**src/rtl/ptrgen.sv**
```systemverilog
// AU-4 pointer generator: builds the 9-byte H1 Y Y H2 1* 1* H3 H3 H3 pointer field per frame,
// executing offset loads (NDF), +/- justifications with I/D inversion, and AU-AIS insertion.
module ptrgen #(
  parameter logic [9:0] MAXOFFSET   = 10'd782,
  parameter logic [1:0] HOLDOFF     = 2'd3,
  parameter logic [1:0] SSBITS      = 2'b10,
  parameter logic [9:0] INIT_OFFSET = 10'd0
) (
  input  logic       clk19,
  input  logic       rst,
  input  logic       txsof,
  input  logic       en,
  input  logic [9:0] ld_offset,
  input  logic       ld_req,
  input  logic       inc_req,
  input  logic       dec_req,
  input  logic       ais_req,
  output logic [7:0] dout,
  output logic       vld,
  output logic       pjust,
  output logic       njust,
  output logic       ack,
  output logic       err,
  output logic [9:0] act_offset,
  output logic       ais
);

  localparam int unsigned IW     = 4;
  localparam int unsigned NBYTES = 9;
  localparam logic [3:0]  NDF_NEW  = 4'b1001;
  localparam logic [3:0]  NDF_NORM = 4'b0110;
  localparam logic [9:0]  I_MASK   = 10'h2AA;
  localparam logic [9:0]  D_MASK   = 10'h155;

  typedef enum logic {ST_NORM = 1'b0, ST_AIS = 1'b1} state_t;

  state_t        state;
  state_t        state_nxt;

  logic          ld_pend;
  logic          inc_pend;
  logic          dec_pend;
  logic [9:0]    ld_val;
  logic [1:0]    holdoff;
  logic [IW-1:0] idx;
  logic [3:0]    fr_ndf;
  logic [9:0]    fr_ptr;

  logic          exec_ld_c;
  logic          clr_adj_c;
  logic          ack_c;
  logic          pj_c;
  logic          nj_c;
  logic [3:0]    ndf_c;
  logic [9:0]    ptr_c;
  logic [9:0]    act_nxt_c;
  logic [1:0]    hold_nxt_c;
  logic          ld_ok_c;
  logic          ld_bad_c;
  logic [7:0]    byte_c;

  // State register: NORM / AIS, only changes at frame start
  always_ff @(posedge clk19 or negedge rst) begin
    if (!rst) state <= ST_NORM;
    else      state <= state_nxt;
  end

  always_comb begin
    state_nxt = state;
    if (txsof) state_nxt = ais_req ? ST_AIS : ST_NORM;
  end

  // Frame decision, consumed only on txsof; priority AIS > LD > leave-AIS > INC > DEC > NORMAL
  always_comb begin
    exec_ld_c  = 1'b0;
    clr_adj_c  = 1'b0;
    ack_c      = 1'b0;
    pj_c       = 1'b0;
    nj_c       = 1'b0;
    ndf_c      = NDF_NORM;
    ptr_c      = act_offset;
    act_nxt_c  = act_offset;
    hold_nxt_c = (holdoff == 2'd0) ? 2'd0 : holdoff - 2'd1;
    if (ais_req) begin
      hold_nxt_c = holdoff;
    end else if (ld_pend) begin
      exec_ld_c  = 1'b1;
      clr_adj_c  = 1'b1;
      ack_c      = 1'b1;
      ndf_c      = NDF_NEW;
      ptr_c      = ld_val;
      act_nxt_c  = ld_val;
      hold_nxt_c = HOLDOFF;
    end else if (state == ST_AIS) begin
      ndf_c      = NDF_NEW;
      hold_nxt_c = HOLDOFF;
    end else if (inc_pend && holdoff == 2'd0) begin
      clr_adj_c  = 1'b1;
      ack_c      = 1'b1;
      pj_c       = 1'b1;
      ptr_c      = act_offset ^ I_MASK;
      act_nxt_c  = (act_offset == MAXOFFSET) ? 10'd0 : act_offset + 10'd1;
      hold_nxt_c = HOLDOFF;
    end else if (dec_pend && holdoff == 2'd0) begin
      clr_adj_c  = 1'b1;
      ack_c      = 1'b1;
      nj_c       = 1'b1;
      ptr_c      = act_offset ^ D_MASK;
      act_nxt_c  = (act_offset == 10'd0) ? MAXOFFSET : act_offset - 10'd1;
      hold_nxt_c = HOLDOFF;
    end
  end

  assign ld_ok_c  = ld_req && (ld_offset <= MAXOFFSET);
  assign ld_bad_c = ld_req && (ld_offset > MAXOFFSET);
  assign ais      = (state == ST_AIS);

  // Pointer byte for the current slot
  always_comb begin
    byte_c = 8'h00;
    if (state == ST_AIS) begin
      byte_c = 8'hFF;
    end else begin
      case (idx)
        4'd0:       byte_c = {fr_ndf, SSBITS, fr_ptr[9:8]};
        4'd1, 4'd2: byte_c = {4'b1001, SSBITS, 2'b11};
        4'd3:       byte_c = fr_ptr[7:0];
        4'd4, 4'd5: byte_c = 8'hFF;
        default:    byte_c = 8'h00;
      endcase
    end
  end

  always_ff @(posedge clk19 or negedge rst) begin
    if (!rst) begin
      dout       <= 8'h00;
      vld        <= 1'b0;
      pjust      <= 1'b0;
      njust      <= 1'b0;
      ack        <= 1'b0;
      err        <= 1'b0;
      act_offset <= INIT_OFFSET;
      ld_pend    <= 1'b0;
      inc_pend   <= 1'b0;
      dec_pend   <= 1'b0;
      ld_val     <= 10'd0;
      holdoff    <= 2'd0;
      idx        <= IW'(NBYTES);
      fr_ndf     <= NDF_NORM;
      fr_ptr     <= 10'd0;
    end else begin
      ack <= 1'b0;
      err <= ld_bad_c;
      vld <= 1'b0;

      // A request arriving on the executing txsof stays pending for the next frame
      ld_pend <= (ld_pend && !(txsof && exec_ld_c)) || ld_ok_c;
      if (ld_ok_c) ld_val <= ld_offset;

      if (inc_req && !dec_req) begin
        inc_pend <= 1'b1;
        dec_pend <= 1'b0;
      end else if (dec_req && !inc_req) begin
        dec_pend <= 1'b1;
        inc_pend <= 1'b0;
      end else if (txsof && clr_adj_c) begin
        inc_pend <= 1'b0;
        dec_pend <= 1'b0;
      end

      if (txsof) begin
        act_offset <= act_nxt_c;
        holdoff    <= hold_nxt_c;
        ack        <= ack_c;
        pjust      <= pj_c;
        njust      <= nj_c;
        fr_ndf     <= ndf_c;
        fr_ptr     <= ptr_c;
        idx        <= IW'(0);
      end else if (en && idx < IW'(NBYTES)) begin
        vld  <= 1'b1;
        dout <= byte_c;
        idx  <= idx + IW'(1);
      end
    end
  end

endmodule

```
**config.mk**
```make
export PLATFORM = sky130hd
export DESIGN_NAME = ptrgen
export DESIGN_NICKNAME = d
export VERILOG_FILES = /design/src/rtl/ptrgen.sv
export SDC_FILE = /design/constraint.sdc
export NUM_CORES = 1
export LEC_CHECK = 0
export CAP_MARGIN = 20
export CORE_MARGIN = 3
export CORE_UTILIZATION = 50
export DETAILED_ROUTE_END_ITERATION = 8
export HOLD_SLACK_MARGIN = 0.06
export PLACE_DENSITY = 0.78
export REMOVE_ABC_BUFFERS = 1
export SYNTH_ARGS = -nofsm -noshare
export SYNTH_HDL_FRONTEND = slang
export SYNTH_SLANG_ARGS = --single-unit
```
**constraint.sdc**
```tcl
create_clock -name clk19 -period 1.8 [get_ports clk19]
set_input_delay 0.45 -clock clk19 [delete_from_list [all_inputs] [get_ports clk19]]
set_output_delay 0.45 -clock clk19 [all_outputs]
set_load 0.1 [all_outputs]
```
==> flow_summary_export.csv <==
group,metric,value,unit
status,status,"finished with violations",
status,violations,"setup timing",
layout,mostFrequentLayoutCell,"buf_4",
timing,setup_viol,10,
die,fp.dieW,86.8,um
worst_hold_path,min_path_type,"in2async",
routing,wl,9630,um
yosys,synthTopCellsByArea,"dfrtp_1, mux2_2, nor2_1",
pwr,p_leak,2.04,nW
die,die_area,7540,um^2
cts,cts_tree,"yes",
yosys,netlist_area,3270,um^2
yosys,synth_top_area_cell,"dfrtp_1",
layout,drive_gt1_share,37.7,%
yosys,synth-seq-cells,55,
die,rows,28,
timing,slew_violations,0,
timing,relSlewSlack,71.3,%
yosys,synth-edff-count,0,
timing,finalClockSkew,11.6,ps
cts,cts-root-buf,"clkbuf_8",
yosys,ys.flop_type,"dfrtp_1",
die,start_util,53.3,%
die,ios,42,
run,cap_violations,0,
place,dpl.hpwl,6460,um
timing,final_hold_viol_count,0,
timing,fin_ws,-139,ps
cts,cts-buffers-inserted,5,
cts,clk_latency,320,ps
timing,rsz0062_at_grt,"true",
cts,cts_sinks,55,
pwr,peakVddDrop,872,uV
yosys,synthCells,350,
place,io_buffers,41,
yosys,async_flop_share,100,%
routing,route.detailed.drc,0,
setup_path,worstSetupStartpointType,"flop",
global_route,grt-ovfl-total,0,
die,design.core.area,6130,um^2
setup_path,cp.arrival,2140,ps
setup_path,crit_path_max_fanout,4,
routing,vias,3156,
timing,tightestPinTransition,430,ps
routing,vias_per_cell,6.03,
setup_path,worst_ep_required_time,2000,ps
layout,final_cell_mix,"buf_4, dfrtp_1, nor2_1",
layout,syn2layout_area_growth,45.4,%
layout,final_cell_area,4750,um^2
place,place_congestion,0.950,
routing,antenna_left,0,
timing,fin_crit_sh,108,%
place,place_area,4360,um^2
routing,first_pass_iters,5,
global_route,track_usage,25.3,%
timing,fin_crit,1940,ps
yosys,postSynthAreaPerCell,9.34,um^2
cts,cts_buffer_depth,2,
global_route,antenna_found_initial,0,
cts,h-tree-depth,2,
yosys,yosysUniqueCellTypes,59,
setup_path,endpoint_kind,"flop",
setup_path,path_class,"reg2reg",
global_route,grt_pass1_wl,14900,um
setup_path,max_stage_delay,460,ps
setup_path,worstPathCellList,"inv_2, ha_2, nor3b_4, buf_6, nand2_1, xnor2_2, a221oi_2, a211oi_1",
timing,fmax,516,MHz
die,die_height,86.8,um
timing,whs,104,ps
global_route,grt_pass1_vias,3084,
routing,wire_per_inst,18.4,um
pwr,power.density,1150,nW/um^2
cts,clkTransAtPathRegs,100,ps
yosys,yosys_warnings,0,
layout,antennaDiodeCount,0,
yosys,synth_top_area_share,39.8,%
global_route,grt_max_degree,56,
setup_path,slowest_stage,"dfrtp_2",
routing,dr.first_iter.drc_count,324,
yosys,ys_seq_area_share,42.2,%
layout,nets,475,
-- synth_stat cells (3+ instances only) --
master / instances
buf_1: 5
dfstp_2: 3
mux2_2: 14
and3_1: 6
xnor2_1: 13
nand2b_1: 6
nand4_1: 6
nor3_1: 3
o21ai_0: 17
o22a_1: 3
a31oi_1: 5
nand3_1: 4
a221oi_1: 4
nor2_1: 42
ha_1: 10
o22ai_1: 3
a21oi_1: 20
o31ai_1: 7
nor2b_1: 3
inv_1: 13
a211oi_1: 6
nand2_1: 33
o21ai_1: 3
clkbuf_1: 9
buf_2: 6
xor2_1: 8
dfrtp_1: 52
-- cell type report --
class,instances,area [um^2]
multi-input cells,257,1890
flip-flops and latches,55,1380
fillers,353,1380
repair buffers,113,1210
well taps,75,93.8
clock buffers,6,72.6
inverters,14,58.8
clock inverters,2,37.5
repair inverters,1,7.51
-- worst max-delay path, delay by kind of cell (launching register included) --
family,cells,cell delay [ps]
fa+ha+maj,1,200
simple gates,2,400
buf+inv,2,230
compound gates,2,350
flops,1,460
xor+xnor,1,170
-- repair_timing --
item	CTS	global route
gates resized for setup	16	32
hold buffers	0	0
buffers inserted	5	6
pin swaps	11	14
gates cloned	0	1
setup endpoints to repair	22	23
-- registers in the layout, indices dropped and copies added (netlist names), 2 cells and up --
name and count:
act_offset 10, dout 8, fr_ndf 2, fr_ptr 10, holdoff 2, idx 4
ld_val 10
-- final timing paths --
kind                                  to  slack (ps)  depth (start not counted)          start
setup reg to reg           act_offset[8]        -140                          8  act_offset[1]
hold / removal                   dout[0]         100                          2            rst
max in group asynchronous         idx[0]        1390                          2            rst
hold reg to reg                fr_ptr[7]         520                          1      fr_ptr[7]
setup / recovery           act_offset[8]        -140                          8  act_offset[1]
min in group clk19             fr_ptr[7]         520                          1      fr_ptr[7]
-- where the power goes --
group | leakage [nW] | internal [mW] | switching (mW) | total (mW)
clock | 0.0514 | 0.416 | 0.418 | 0.833
combinational | 1.37 | 1.21 | 1.72 | 2.94
sequential | 0.625 | 1.45 | 0.239 | 1.68
total | 2.04 | 3.07 | 2.38 | 5.45
-- cells by family (layout without fill, tap and decap cells) --
family | count (synthesis) | count (layout) | synth area share (%)
simple gates | 123 | 123 | 19.6
compound gates | 88 | 88 | 18.1
flops | 55 | 55 | 42.2
buf+inv | 38 | 136 | 5.28
xor+xnor | 21 | 21 | 5.63
mux | 15 | 15 | 5.28
fa+ha+maj | 10 | 10 | 3.83
-- metal layers --
metal  track usage (%)  wire (um)  up-vias
met5                 0          0        -
met4              9.21        366        0
met3              5.42        609       47
met2              43.1       4900      156
met1              31.4       3750     1521
li1                  -          -     1432
-- through the flow --
step | setup TNS (ps) | setup slack, ps | instances | power [mW] | util (%)
floorplan | -8240 | -722 | 326 | 3.19 | -
global placement | -5220 | -280 | 503 | 4.28 | 71.1
detailed placement | -7250 | -379 | 503 | 4.34 | 71.1
CTS | -267 | -81.8 | 516 | 5.28 | 74.8
global route | -1310 | -178 | 523 | 5.67 | 77.5
finish | -661 | -139 | 523 | 5.45 | 77.5
(Power assumes the default switching activity.)
